===== src/rtl/uart_report_scheduler_pkg.sv =====
// Shared constants for the UART report scheduler: ASCII codes, FSM encoding,
// requester IDs and per-message lengths.
package uart_report_scheduler_pkg;

    localparam logic [7:0] ASCII_ZERO  = 8'h30;
    localparam logic [7:0] ASCII_COLON = 8'h3A;
    localparam logic [7:0] ASCII_SPACE = 8'h20;
    localparam logic [7:0] ASCII_U     = 8'h55;
    localparam logic [7:0] ASCII_H     = 8'h48;
    localparam logic [7:0] ASCII_T     = 8'h54;
    localparam logic [7:0] ASCII_CR    = 8'h0D;
    localparam logic [7:0] ASCII_LF    = 8'h0A;
    localparam logic [7:0] ASCII_DASH  = 8'h2D;

    localparam logic [1:0] ST_IDLE = 2'd0;
    localparam logic [1:0] ST_LOAD = 2'd1;
    localparam logic [1:0] ST_SEND = 2'd2;

    localparam logic [1:0] SRC_TIME = 2'd0;
    localparam logic [1:0] SRC_DIST = 2'd1;
    localparam logic [1:0] SRC_DHT  = 2'd2;

    localparam int NUM_SRC    = 3;
    localparam int NUM_DIGITS = 6;

    typedef logic [NUM_DIGITS-1:0][3:0] digits_t;

    // Total bytes including the line terminator.
    function automatic logic [3:0] msg_len(input logic [1:0] src, input bit en_crlf);
        logic [3:0] body_and_lf;
        case (src)
            SRC_TIME: body_and_lf = 4'd9;
            SRC_DIST: body_and_lf = 4'd6;
            default:  body_and_lf = 4'd10;
        endcase
        return en_crlf ? body_and_lf + 4'd1 : body_and_lf;
    endfunction

    function automatic logic [1:0] next_src(input logic [1:0] src);
        return (src == SRC_DHT) ? SRC_TIME : src + 2'd1;
    endfunction

    // First pending requester at or after ptr, wrapping time > dist > dht.
    function automatic logic [1:0] rr_pick(input logic [2:0] pend, input logic [1:0] ptr);
        logic [1:0] cand;
        logic [1:0] pick;
        logic       found;
        cand  = ptr;
        pick  = ptr;
        found = 1'b0;
        for (int k = 0; k < NUM_SRC; k++) begin
            if (!found && pend[cand]) begin
                pick  = cand;
                found = 1'b1;
            end
            cand = next_src(cand);
        end
        return pick;
    endfunction

endpackage


===== src/rtl/uart_report_scheduler_bcd_to_ascii.sv =====
// Combinational BCD digit to ASCII; non-decimal codes render as '-'.
module bcd_to_ascii
    import uart_report_scheduler_pkg::*;
(
    input  logic [3:0] digit,
    output logic [7:0] ascii
);

    assign ascii = (digit <= 4'd9) ? (ASCII_ZERO + {4'h0, digit}) : ASCII_DASH;

endmodule


===== src/rtl/uart_report_scheduler.sv =====
// Arbitrates time/distance/DHT report requests and pushes each ASCII message
// byte-by-byte into the UART TX FIFO, honouring the FIFO full flag.
module uart_report_scheduler
    import uart_report_scheduler_pkg::*;
#(
    parameter bit EN_CRLF = 1'b1
) (
    input  logic       iClk,
    input  logic       iRst,
    input  logic       iFull,
    input  logic       iTime_En,
    input  logic [3:0] iHour_10,
    input  logic [3:0] iHour_1,
    input  logic [3:0] iMin_10,
    input  logic [3:0] iMin_1,
    input  logic [3:0] iSec_10,
    input  logic [3:0] iSec_1,
    input  logic       iDist_En,
    input  logic [3:0] iDist_100,
    input  logic [3:0] iDist_10,
    input  logic [3:0] iDist_1,
    input  logic       iDht_En,
    input  logic [3:0] iHum_10,
    input  logic [3:0] iHum_1,
    input  logic [3:0] iTemp_10,
    input  logic [3:0] iTemp_1,
    output logic       oPush,
    output logic [7:0] oAscii,
    output logic       oBusy,
    output logic [2:0] oDrop
);

    logic [1:0] state_q, state_d;
    logic [1:0] rr_q, rr_d;
    logic [1:0] src_q, src_d;
    logic [2:0] pend_q, pend_d;
    logic [2:0] drop_q, drop_d;
    digits_t    snap_q, snap_d;
    logic [3:0] idx_q, idx_d;
    logic       push_q, push_d;
    logic [7:0] ascii_q, ascii_d;

    logic [2:0] strobe;
    logic [2:0] clear;
    logic [1:0] grant;
    logic [1:0] cur_src;
    digits_t    live_digits;
    digits_t    cur_digits;
    logic [3:0] cur_len;
    logic [2:0] dsel;
    logic       is_digit;
    logic [7:0] const_char;
    logic [3:0] digit;
    logic [7:0] digit_ascii;
    logic [7:0] byte_ascii;

    assign strobe = {iDht_En, iDist_En, iTime_En};
    assign grant  = rr_pick(pend_q, rr_q);

    // NOTE: every signal gets a default before the case so no latch is inferred.
    always_comb begin
        live_digits = '0;
        case (grant)
            SRC_TIME: begin
                live_digits[0] = iHour_10;
                live_digits[1] = iHour_1;
                live_digits[2] = iMin_10;
                live_digits[3] = iMin_1;
                live_digits[4] = iSec_10;
                live_digits[5] = iSec_1;
            end
            SRC_DIST: begin
                live_digits[0] = iDist_100;
                live_digits[1] = iDist_10;
                live_digits[2] = iDist_1;
            end
            default: begin
                live_digits[0] = iHum_10;
                live_digits[1] = iHum_1;
                live_digits[2] = iTemp_10;
                live_digits[3] = iTemp_1;
            end
        endcase
    end

    // Byte 0 is issued in LOAD, so it reads the live digits the snapshot is taking.
    assign cur_src    = (state_q == ST_LOAD) ? grant : src_q;
    assign cur_digits = (state_q == ST_LOAD) ? live_digits : snap_q;
    assign cur_len    = msg_len(cur_src, EN_CRLF);

    always_comb begin
        is_digit   = 1'b0;
        dsel       = 3'd0;
        const_char = ASCII_LF;
        if (idx_q == cur_len - 4'd1) begin
            const_char = ASCII_LF;
        end else if (EN_CRLF && (idx_q == cur_len - 4'd2)) begin
            const_char = ASCII_CR;
        end else begin
            case (cur_src)
                SRC_TIME: begin
                    case (idx_q)
                        4'd0:    begin is_digit = 1'b1; dsel = 3'd0; end
                        4'd1:    begin is_digit = 1'b1; dsel = 3'd1; end
                        4'd3:    begin is_digit = 1'b1; dsel = 3'd2; end
                        4'd4:    begin is_digit = 1'b1; dsel = 3'd3; end
                        4'd6:    begin is_digit = 1'b1; dsel = 3'd4; end
                        4'd7:    begin is_digit = 1'b1; dsel = 3'd5; end
                        default: const_char = ASCII_COLON;
                    endcase
                end
                SRC_DIST: begin
                    case (idx_q)
                        4'd0:    const_char = ASCII_U;
                        4'd1:    const_char = ASCII_COLON;
                        default: begin is_digit = 1'b1; dsel = 3'(idx_q - 4'd2); end
                    endcase
                end
                default: begin
                    case (idx_q)
                        4'd0:    const_char = ASCII_H;
                        4'd1:    const_char = ASCII_COLON;
                        4'd2:    begin is_digit = 1'b1; dsel = 3'd0; end
                        4'd3:    begin is_digit = 1'b1; dsel = 3'd1; end
                        4'd4:    const_char = ASCII_SPACE;
                        4'd5:    const_char = ASCII_T;
                        4'd6:    const_char = ASCII_COLON;
                        4'd7:    begin is_digit = 1'b1; dsel = 3'd2; end
                        default: begin is_digit = 1'b1; dsel = 3'd3; end
                    endcase
                end
            endcase
        end
    end

    assign digit = cur_digits[dsel];

    bcd_to_ascii u_bcd_to_ascii (
        .digit (digit),
        .ascii (digit_ascii)
    );

    assign byte_ascii = is_digit ? digit_ascii : const_char;

    // A new strobe wins over the grant clearing the same requester.
    always_comb begin
        clear = '0;
        if (state_q == ST_LOAD) begin
            clear[grant] = 1'b1;
        end
        pend_d = (pend_q & ~clear) | strobe;
        drop_d = strobe & pend_q & ~clear;
    end

    always_comb begin
        state_d = state_q;
        rr_d    = rr_q;
        src_d   = src_q;
        snap_d  = snap_q;
        idx_d   = idx_q;
        push_d  = 1'b0;
        ascii_d = ascii_q;
        case (state_q)
            ST_IDLE: begin
                idx_d = 4'd0;
                if (|pend_q) begin
                    state_d = ST_LOAD;
                end
            end
            ST_LOAD: begin
                src_d   = grant;
                snap_d  = live_digits;
                rr_d    = next_src(grant);
                state_d = ST_SEND;
                if (!iFull) begin
                    push_d  = 1'b1;
                    ascii_d = byte_ascii;
                    idx_d   = 4'd1;
                end else begin
                    idx_d = 4'd0;
                end
            end
            ST_SEND: begin
                // Leave once every byte has been issued; the last push is on oPush now.
                if (idx_q == cur_len) begin
                    state_d = ST_IDLE;
                    idx_d   = 4'd0;
                end else if (!iFull) begin
                    push_d  = 1'b1;
                    ascii_d = byte_ascii;
                    idx_d   = idx_q + 4'd1;
                end
            end
            default: state_d = ST_IDLE;
        endcase
    end

    // NOTE: sequential state uses non-blocking assignments only.
    always_ff @(posedge iClk or posedge iRst) begin
        if (iRst) begin
            state_q <= ST_IDLE;
            rr_q    <= SRC_TIME;
            src_q   <= SRC_TIME;
            pend_q  <= '0;
            drop_q  <= '0;
            snap_q  <= '0;
            idx_q   <= 4'd0;
            push_q  <= 1'b0;
            ascii_q <= 8'h00;
        end else begin
            state_q <= state_d;
            rr_q    <= rr_d;
            src_q   <= src_d;
            pend_q  <= pend_d;
            drop_q  <= drop_d;
            snap_q  <= snap_d;
            idx_q   <= idx_d;
            push_q  <= push_d;
            ascii_q <= ascii_d;
        end
    end

    assign oPush  = push_q;
    assign oAscii = ascii_q;
    assign oBusy  = (state_q != ST_IDLE);
    assign oDrop  = drop_q;

endmodule


===== config.mk =====
export PLATFORM = sky130hd
export DESIGN_NAME = uart_report_scheduler
export DESIGN_NICKNAME = d
export VERILOG_FILES = /design/src/rtl/uart_report_scheduler_pkg.sv /design/src/rtl/uart_report_scheduler_bcd_to_ascii.sv /design/src/rtl/uart_report_scheduler.sv
export SDC_FILE = /design/constraint.sdc
export NUM_CORES = 1
export LEC_CHECK = 0
export CAP_MARGIN = 40
export CORE_MARGIN = 3
export CORE_UTILIZATION = 65
export CTS_BUF_LIST = sky130_fd_sc_hd__clkbuf_16
export CTS_CLUSTER_SIZE = 20
export DETAILED_ROUTE_END_ITERATION = 6
export DONT_BUFFER_PORTS = 1
export PLACE_DENSITY = 0.83
export SLEW_MARGIN = 20
export SYNTH_ARGS = -nofsm -noshare
export SYNTH_HDL_FRONTEND = slang
export SYNTH_HIERARCHICAL = 1
export SYNTH_SLANG_ARGS = --single-unit

===== constraint.sdc =====
create_clock -name iClk -period 5.36 [get_ports iClk]
set_clock_uncertainty 0.05 [all_clocks]
set_input_delay 0.804 -clock iClk [delete_from_list [all_inputs] [get_ports iClk]]
set_output_delay 0.804 -clock iClk [all_outputs]
set_load 0.005 [all_outputs]

## Word level (Yosys, flattened, before mapping)

Cells that the tools add are included.

- Add/sub/neg operators: 9
- Magnitude comparators: 7
- Equal/unequal tests: 21
- Muxes and demuxes: 57
- Bitwise gates (word level): 5
- Reductions and logical operators: 21

Operators with widths:

| kind | number |
|---|---|
| 8-bit 2-to-1 mux | 7 |
| 8-bit one-hot mux with 2 select lines | 2 |
| 7-bit one-hot mux with 4 select lines | 1 |
| 24-bit 2-to-1 mux | 1 |
| 12-bit one-hot mux with 2 select lines | 1 |
| 4-bit by 3-bit equality test with 1-bit output (second input constant) | 4 |
| 2-bit 2-to-1 mux | 8 |
| 4-bit one-hot mux with 2 select lines | 2 |
| 3-bit one-hot mux with 5 select lines | 1 |
| 1-bit 2-to-1 mux | 14 |
| 7-bit one-hot mux with 2 select lines | 1 |
| 4-bit binary-select mux with 3-bit select | 1 |
| 4-bit equality test | 3 |
| 2-bit by 3-bit < comparator with 1-bit output (second input constant) | 4 |
| 3-bit 2-to-1 mux | 4 |
| 4-bit 2-to-1 mux | 3 |
| 2-bit one-hot mux with 3 select lines | 2 |
| 4-bit one-hot mux with 3 select lines | 1 |
| 6-bit OR reduction | 2 |
| 3-bit AND | 3 |
| 4-bit by 1-bit adder with 4-bit output (second input constant) | 2 |
| 2-bit equality test (second input constant) | 4 |
| 4-bit by 2-bit equality test with 1-bit output (second input constant) | 2 |
| 6-bit by 4-bit adder with 7-bit output (first input constant) | 1 |
| 28 further kinds | 46 |

- Register bits: 49
- Bits of input ports: 58
- Output and inout port bits: 13
- Word-level logic and storage cells: 134

## Depth between registers and ports, before layout

Gate-level depths: netlist of the first run.

- Depth in word-level cells: 25
- Mapped depth: 16
- Depth with buffers taken out: 14

## Modules after synthesis

The synthesis of the first run kept the hierarchy.

By module, submodules not included:

| module | instances | cells each | area an instance (µm²) | seq. area each (µm²) |
|---|---|---|---|---|
| uart_report_scheduler | 1 | 359 | 3,326.9 | 1,226.2 |
| bcd_to_ascii | 1 | 10 | 63.8 | 0.0 |

## Worst setup path after synthesis of the first run

OpenSTA, ideal clock, no wires.

- Path type: reg2reg
- Start point: reg idx_q[1]
- End point: reg ascii_q[3], in the netlist oAscii[3]
- Setup time: 0.119 ns
- Arrival: 2.801 ns
- Data required time: 5.191 ns
- Path slack: 2.390 ns
- Cell stages (with the launch flop): 16
- Path buffers: 4
- Path through: dfrtp_1 -> clkbuf_1 -> inv_1 -> ha_1 -> clkbuf_1 -> o21a_1 -> o221ai_1 -> o211ai_2 -> buf_6 -> and3b_1 -> o31ai_1 -> o211ai_1 -> clkbuf_1 -> nor2b_1 -> o211ai_1 -> o21a_1

- Cells in the longest elaborated chain, start to end: 14
- Elaborated cells between the ends (all ways): 45

RTL lines:

| what | RTL line | text |
|---|---|---|
| start: declaration | uart_report_scheduler.sv:39 | `logic [3:0] idx_q, idx_d;` |
| start signal: assignment | uart_report_scheduler.sv:217 | `idx_q <= idx_d;` |
| 4-bit by 3-bit equality test with 1-bit output, or another cell as far along | uart_report_scheduler.sv:102, uart_report_scheduler.sv:120 |  |
| 6-bit OR reduction (no line) or 2-bit OR reduction (tied branches) | -- |  |
| 2-bit one-hot mux with 3 select lines or 3-bit 2-to-1 mux (tied branches) | uart_report_scheduler.sv:120, uart_report_scheduler.sv:113 |  |
| 3-bit one-hot mux with 2 select lines | uart_report_scheduler.sv:100 | `case (cur_src)` |
| 3-bit 2-to-1 mux | uart_report_scheduler.sv:97 | `end else if (EN_CRLF && (idx_q == cur_len - 4'd2)) begin` |
| 3-bit 2-to-1 mux * | uart_report_scheduler.sv:95 | `if (idx_q == cur_len - 4'd1) begin` |
| 4-bit binary-select mux with 3-bit select * | uart_report_scheduler.sv:136 | `assign digit = cur_digits[dsel];` |
| 4-bit 2-to-1 mux (not written as such) * | uart_report_scheduler.sv:136 |  |
| net digit[3] | uart_report_scheduler.sv:53 | `logic [3:0] digit;` |
| 6-bit by 4-bit adder with 7-bit output or 4-bit <= comparator (tied branches) | uart_report_scheduler_bcd_to_ascii.sv:9 | `assign ascii = (digit <= 4'd9) ? (ASCII_ZERO + {4'h0, digit}) : ASCII_DASH;` |
| 8-bit 2-to-1 mux * | uart_report_scheduler_bcd_to_ascii.sv:9 |  |
| net digit_ascii[3] | uart_report_scheduler.sv:54 | `logic [7:0] digit_ascii;` |
| 8-bit 2-to-1 mux * | uart_report_scheduler.sv:143 | `assign byte_ascii = is_digit ? digit_ascii : const_char;` |
| 8-bit 2-to-1 mux * | uart_report_scheduler.sv:175, uart_report_scheduler.sv:188 |  |
| 8-bit 2-to-1 mux | uart_report_scheduler.sv:185 | `if (idx_q == cur_len) begin` |
| 8-bit one-hot mux with 2 select lines * | uart_report_scheduler.sv:163 | `case (state_q)` |
| end signal: assignment | uart_report_scheduler.sv:219 | `ascii_q <= ascii_d;` |
| end: declaration | uart_report_scheduler.sv:41 | `logic [7:0] ascii_q, ascii_d;` |

The timed path passes the listed nets; every way through them passes the cells marked *. The select of a mux whose other input is x is not followed.
A chain may end at the register's enable or synchronous reset.

## Final worst setup path of the first run

- Start point: reg state_q[1]
- End point: reg ascii_q[2], in the netlist oAscii[2]

- Cells in the longest elaborated chain, start to end: 17
- Elaborated cells between the ends (all ways): 34

RTL lines:

| what | RTL line | text |
|---|---|---|
| start: declaration | uart_report_scheduler.sv:33 | `logic [1:0] state_q, state_d;` |
| start signal: assignment | uart_report_scheduler.sv:211 | `state_q <= state_d;` |
| 2-bit by 1-bit equality test with 1-bit output * | uart_report_scheduler.sv:87, uart_report_scheduler.sv:88 |  |
| 2-bit 2-to-1 mux | uart_report_scheduler.sv:87 | `assign cur_src = (state_q == ST_LOAD) ? grant : src_q;` |
| 2-bit by 1-bit equality test with 1-bit output or 2-bit zero test (tied branches) | uart_report_scheduler_pkg.sv:31, uart_report_scheduler.sv:100 |  |
| 4-bit one-hot mux with 2 select lines | uart_report_scheduler_pkg.sv:31 | `case (src)` |
| 4-bit by 1-bit adder with 4-bit output | uart_report_scheduler_pkg.sv:36 | `return en_crlf ? body_and_lf + 4'd1 : body_and_lf;` |
| 4-bit by 2-bit subtractor with 4-bit output | uart_report_scheduler.sv:97 |  |
| 4-bit equality test | uart_report_scheduler.sv:97 |  |
| 3-bit 2-to-1 mux | uart_report_scheduler.sv:97 |  |
| [... 3 more ...] | -- |  |
| net digit[3] | uart_report_scheduler.sv:53 |  |
| 4-bit <= comparator * | uart_report_scheduler_bcd_to_ascii.sv:9 |  |
| 8-bit 2-to-1 mux * | uart_report_scheduler_bcd_to_ascii.sv:9 |  |
| net digit_ascii[2] | uart_report_scheduler.sv:54 |  |
| 8-bit 2-to-1 mux * | uart_report_scheduler.sv:143 |  |
| 8-bit 2-to-1 mux * | uart_report_scheduler.sv:175, uart_report_scheduler.sv:188 |  |
| 8-bit 2-to-1 mux | uart_report_scheduler.sv:185 |  |
| 8-bit one-hot mux with 2 select lines * | uart_report_scheduler.sv:163 |  |

Marks and branches as above.

==> results.toml, run 1 <==
[status]
status = "completed"

[cells_and_area]
final_cell_area_um2 = 3510
nets = 422
drive_gt1_share_pct = 10.4
syn2layout_area_growth_pct = 3.65
diodes = 0

[critical_path]
cp_cell_sequence = "inv_1 > ha_1 > buf_4 > clkinv_1 > buf_4 > a21oi_2 > a21oi_4 > o221ai_2 > and3b_1 > o31ai_1 > o211ai_1 > a21o_2 > a21oi_1 > a21oi_1"
cp-end-kind = "flip-flop"
path_max_fanout = 32
path_class = "reg -> reg"
startpoint = "state_q[1]$_DFFE_PP0P_"
required_ns = 5.48
crit_arrival_ns = 3.72
rr_startpoint = "state_q[1]$_DFFE_PP0P_"
startpoint_type = "flip-flop"
max_stage_delay_ns = 0.46
cp_slowest_cell = "o221ai_2"

[synthesis]
synth_top_area_share_pct = 36.2
synth_area_um2 = 3390
synth_common_cells = "dfrtp_1 (49), nand2_1 (32), nor2_1 (31)"
muxShareOfSynthArea_pct = 1.77
postSynth.asyncResetShare_pct = 100
synthAdderAreaFrac_pct = 3.32
yosysSeqAreaShare_pct = 36.2
synth_cells = 369
synth-compound-area-share_pct = 32.3
synth_top_family_by_area = "compound AO/OA/AOI/OAI gates"
synth_ff_type = "dfrtp_1"
synth_xor_area_share_pct = 0.738
synth_edf_count = 0
synth_seq_cells = 49
synth_cell_types = 72
synth_area_per_cell_um2 = 9.19
synth_warnings = 6
netlist.top_cell.by_area = "dfrtp_1"
yosys.area_share.simple_pct = 19.8
yosysMostFrequentCell = "dfrtp_1"
synth.area.top_cells = "dfrtp_1 (36%), nand2_1 (3.5%), nor2_1 (3.4%)"

[die]
die_area_um2 = 6120
die_h_um = 78.2
num_rows = 25
die_x_um = 78.2
io_pins = 71
start_util_pct = 69.5
core_um2 = 4880

[detailed_routing]
drc = 0
first_pass_iters = 5
wl_per_cell_um = 19.3
wirelength_um = 8160
drtIter0Drc = 238
vias_per_cell = 6.78
via_count = 2870
ant_nets = 0

[clock_tree]
hold_buffers = 0
cts_setup_buffers = 0
cts_root_buf = "clkbuf_16"
htree_levels = 2
clock_path_buffers = 2
path_clk_slew_ns = 0.07
cts_resized = 0
cts_tree = "yes"
clock_latency_ns = 0.29
cts_buffers = 5
cts_sinks = 49

[power]
powerDensity_nw_per_um2 = 790
leakagePower_nw = 1.53
finalPower_mw = 2.78
ir_worst_vdd_mv = 0.373

[timing]
worstMarginPinSlew_ns = 0.749
slew_headroom_pct = 49.9
setup_violations = 0
finalCriticalPeriod_ns = 3.60
setup-tns-final_ns = 0
final-max-slew-violation-count = 0
rsz0062_at_grt = "no"
timing.final.ws_setup_ns = 1.76
hold_violations = 0
fmax_mhz = 277
min_period_over_period_pct = 67.2

[placement]
place_ws_ns = 1.83
dpl.hpwl_um = 6040
portBuffers = 0
placed_area_um2 = 3360
place.gp.congestion = 0.904

[grt]
overflow = 0
grt_pass1_vias = 2802
track_usage_pct = 27.3
grt_max_degree = 33
antenna_found_initial = 0
grt_pass1_wl_um = 13400

[min_path]
worstHoldPathType = "in -> async"

[run]
drv_cap = 0
## cells in the final DEF, fill, tap and decap left out, types with 3 or more instances in the layout
cell type and n:
conb_1 3, a22o_1 10, nand2b_1 8, o2bb2ai_1 7, nor3b_1 6, o21ai_0 23, dfrtp_1 49, o31ai_1 6
nand3b_1 3, a211oi_1 4, a21boi_0 3, clkbuf_16 5, nand2_1 32, nand3_1 10, o211ai_1 8, a21bo_1 3
o21a_1 6, nor3_1 3, nor2_1 31, a21oi_1 17, nor2b_1 7, mux2i_1 6, a221oi_1 4, a311oi_1 6
and3_1 3, and3b_1 7, ha_1 9, inv_1 9, a21o_1 10
## metal layers
metal	wire length (um)	vias up	track usage, %
li1	-	1333	-
met2	3930	158	44.9
met1	3330	1356	35.7
met3	682	23	5.50
met5	0	-	0
met4	218	0	9.79
## flip-flops by register name, indices dropped and copies added, names as in the netlist
name / count
idx_q: 4
oAscii: 8
oDrop: 3
oPush: 1
pend_q: 3
rr_q: 2
snap_q: 24
src_q: 2
state_q: 2
## per-stage QoR
step | util [%] | std cells | hold WS, ns
after floorplan | - | 370 | 0.394
after global placement | 68.5 | 413 | 0.424
after detailed placement | 68.9 | 414 | 0.423
after CTS | 71.9 | 422 | 0.350
after global routing | 72.0 | 423 | 0.362
final | 72.0 | 423 | 0.339
## critical path, delay by kind of cell (launching register included)
family | cells | cell delay (ns)
AO/OA/AOI/OAI | 8 | 1.73
adder cells (fa/ha/maj) | 1 | 0.15
AND/OR/NAND/NOR | 1 | 0.24
flip-flops | 1 | 0.40
buffers and inverters | 4 | 0.90
## power breakdown
part | switching [mW] | internal (mW) | leakage, nW
Combinational | 1.09 | 0.723 | 0.867
Clock | 0.137 | 0.174 | 0.0702
Sequential | 0.121 | 0.534 | 0.596
## cell families (layout without fill, tap and decap cells)
kind of cell | Yosys count | after routing
AO/OA/AOI/OAI | 139 | 139
adder cells (fa/ha/maj) | 9 | 9
AND/OR/NAND/NOR | 125 | 125
other | 2 | 3
multiplexers | 6 | 6
XOR/XNOR | 2 | 2
flip-flops | 49 | 49
buffers and inverters | 37 | 23
## path summary, 6_finish.rpt
kind                                               to  slack (ns)  cells after the start
worst max-delay path            oAscii[2]$_DFFE_PP0P_        1.76                     14
worst min-delay path            oAscii[7]$_DFFE_PP0P_        0.34                      1
worst max register to register  oAscii[2]$_DFFE_PP0P_        1.76                     14
worst min register to register    snap_q[3]$_DFF_PP0_        0.45                      1
max in group asynchronous         rr_q[0]$_DFFE_PP0P_        4.41                      2
min in group iClk                 snap_q[3]$_DFF_PP0_        0.45                      1
## layout make-up
type                    instances  area, um2
clock buffers                   5        125
multi-input cells             284       1970
repair buffers                  4       42.5
flip-flops and latches         49       1230
fillers                       389       1370
well taps                      67       83.8
inverters                      11       41.3
clock inverters                 3       21.3
No activity file was read; power rests on OpenSTA's default activity.
==> inputs of run 2 (changes only) <==
CORE_UTILIZATION = 58   (was 65)
PLACE_DENSITY = 0.78   (was 0.83)
clock period = 3.3 ns   (was 5.36 ns; I/O delays follow)
==> results.toml, run 2 (synthesis results as in run 1) <==
[die]
io_pins = 71
die_h_um = 82.5
num_rows = 27
start_util_pct = 60.8
die_area_um2 = 6800
die_x_um = 82.5
core_um2 = 5570

[timing]
worstMarginPinSlew_ns = 0.663
setup_violations = 0
min_period_over_period_pct = 96.9
slew_headroom_pct = 55.6
final-max-slew-violation-count = 0
hold_violations = 0
fmax_mhz = 313
finalCriticalPeriod_ns = 3.20

[detailed_routing]
ant_nets = 0
first_pass_iters = 5
wl_per_cell_um = 18.6
wirelength_um = 8200
drtIter0Drc = 221
via_count = 2843
vias_per_cell = 6.43
drc = 0

[grt]
antenna_found_initial = 0
grt_pass1_vias = 2611
grt_pass1_wl_um = 12700
grt_use_met2_pct = 41.7
use_met1_pct = 32.9
use_met3_pct = 4.01
overflow = 0
grt_max_degree = 32
track_usage_pct = 24.7
top_usage_layer = "met2"

[placement]
portBuffers = 0
place.gp.congestion = 0.892
dp_cells = 427
placed_area_um2 = 3440
dpl.hpwl_um = 6030

[clock_tree]
clock_latency_ns = 0.29
hold_buffers = 0
htree_levels = 2
clock_path_buffers = 2
cts_root_buf = "clkbuf_16"
cts_buffers = 5
cts_tree = "yes"
path_clk_slew_ns = 0.06
cts_sinks = 49

[critical_path]
startpoint_type = "flip-flop"
cp-end-kind = "flip-flop"
path_class = "reg -> reg"
cp_cell_sequence = "inv_1 > ha_2 > buf_4 > nor3b_1 > a31oi_1 > nand3b_2 > and2_1 > nor2_4 > mux2i_1 > o211ai_1 > a21o_2 > a21oi_1 > a21oi_1"
required_ns = 3.42
path_common_cell = "a21oi_1"
max_stage_delay_ns = 0.41
path_max_fanout = 19
worst-r2r-cell-count = 13
cp_num_cells = 13
crit_arrival_ns = 3.32
crit_family = "compound AO/OA/AOI/OAI gates"
rr_startpoint = "state_q[1]$_DFFE_PP0P_"
r2r_end = "oAscii[2]$_DFFE_PP0P_"
r2r_slack_ns = 0.10
cp_slowest_cell = "dfrtp_1"
worst-path-buf-inv = 2

[power]
finalPower_mw = 4.76
leakagePower_nw = 1.61
powerDensity_nw_per_um2 = 1300
ir_worst_vdd_mv = 0.582

[cells_and_area]
fillers = 445
largest_register_ffs = 24
fin_util_pct = 65.9
final_cell_area_um2 = 3670
nets = 436
diodes = 0
largest-register = "snap_q"
drive_gt1_share_pct = 15.4
syn2layout_area_growth_pct = 8.30
final_cell_mix = "dfrtp_1 (46), nand2_1 (32), nor2_1 (31)"
final_cells = 442
final_common_cell = "dfrtp_1"

[run]
drv_cap = 0

[status]
status = "completed"

[min_path]
worstHoldPathType = "in -> async"
## run 2: per-stage QoR
stage | setup TNS (ns) | setup slack (ns) | hold slack (ns)
after floorplan | 0 | 0.330 | 0.394
after global placement | 0 | 0.251 | 0.417
after detailed placement | 0 | 0.0653 | 0.363
after CTS | 0 | 0.0440 | 0.0546
after global routing | -0.187 | -0.0672 | 0.0680
final | 0 | 0.103 | 0.0451
## run 2: layout make-up
class                   count  area [um2]  share of cell area [%]
multi-input cells         284        2000                    54.5
flip-flops and latches     49        1230                    33.5
repair buffers             18         160                    4.36
clock buffers               5         125                    3.41
well taps                  72        90.1                    2.45
inverters                  11        45.0                    1.23
clock inverters             3        21.3                   0.579
## run 2: power by group
| group | switching, mW | total, mW | leakage [nW] | internal (mW) |
|---|---|---|---|---|
| Combinational | 1.81 | 3.18 | 0.943 | 1.37 |
| Sequential | 0.199 | 1.07 | 0.593 | 0.871 |
| Clock | 0.227 | 0.509 | 0.0702 | 0.282 |
| Total | 2.23 | 4.76 | 1.61 | 2.53 |
## run 2: routing by layer
metal,wire (um),share of wire [%]
met1,3630,44
met2,3900,48
met3,569,6.9
met4,102,1.2
met5,0,0
## run 2: how the worst max path moves through the flow
| stage | from | endpoint | slack [ns] |
|---|---|---|---|
| 6_report | state_q[1]$_DFFE_PP0P_ | oAscii[2]$_DFFE_PP0P_ | 0.10 |
| 5_1_grt | rr_q[1]$_DFFE_PP0P_ | oAscii[4]$_DFFE_PP0P_ | -0.07 |
| 4_1_cts | state_q[1]$_DFFE_PP0P_ | oAscii[4]$_DFFE_PP0P_ | 0.04 |
| 3_5_place_dp | state_q[1]$_DFFE_PP0P_ | oAscii[4]$_DFFE_PP0P_ | 0.07 |
| 3_3_place_gp | state_q[1]$_DFFE_PP0P_ | oAscii[2]$_DFFE_PP0P_ | 0.25 |
| 2_1_floorplan | idx_q[1]$_DFFE_PP0P_ | oAscii[3]$_DFFE_PP0P_ | 0.33 |
## run 2: repair_timing
action / in CTS / in global routing
setup buffers: 0 / 7
resized for setup: 0 / 8
hold endpoints to repair: 0 / 0
setup endpoints to repair: 0 / 5
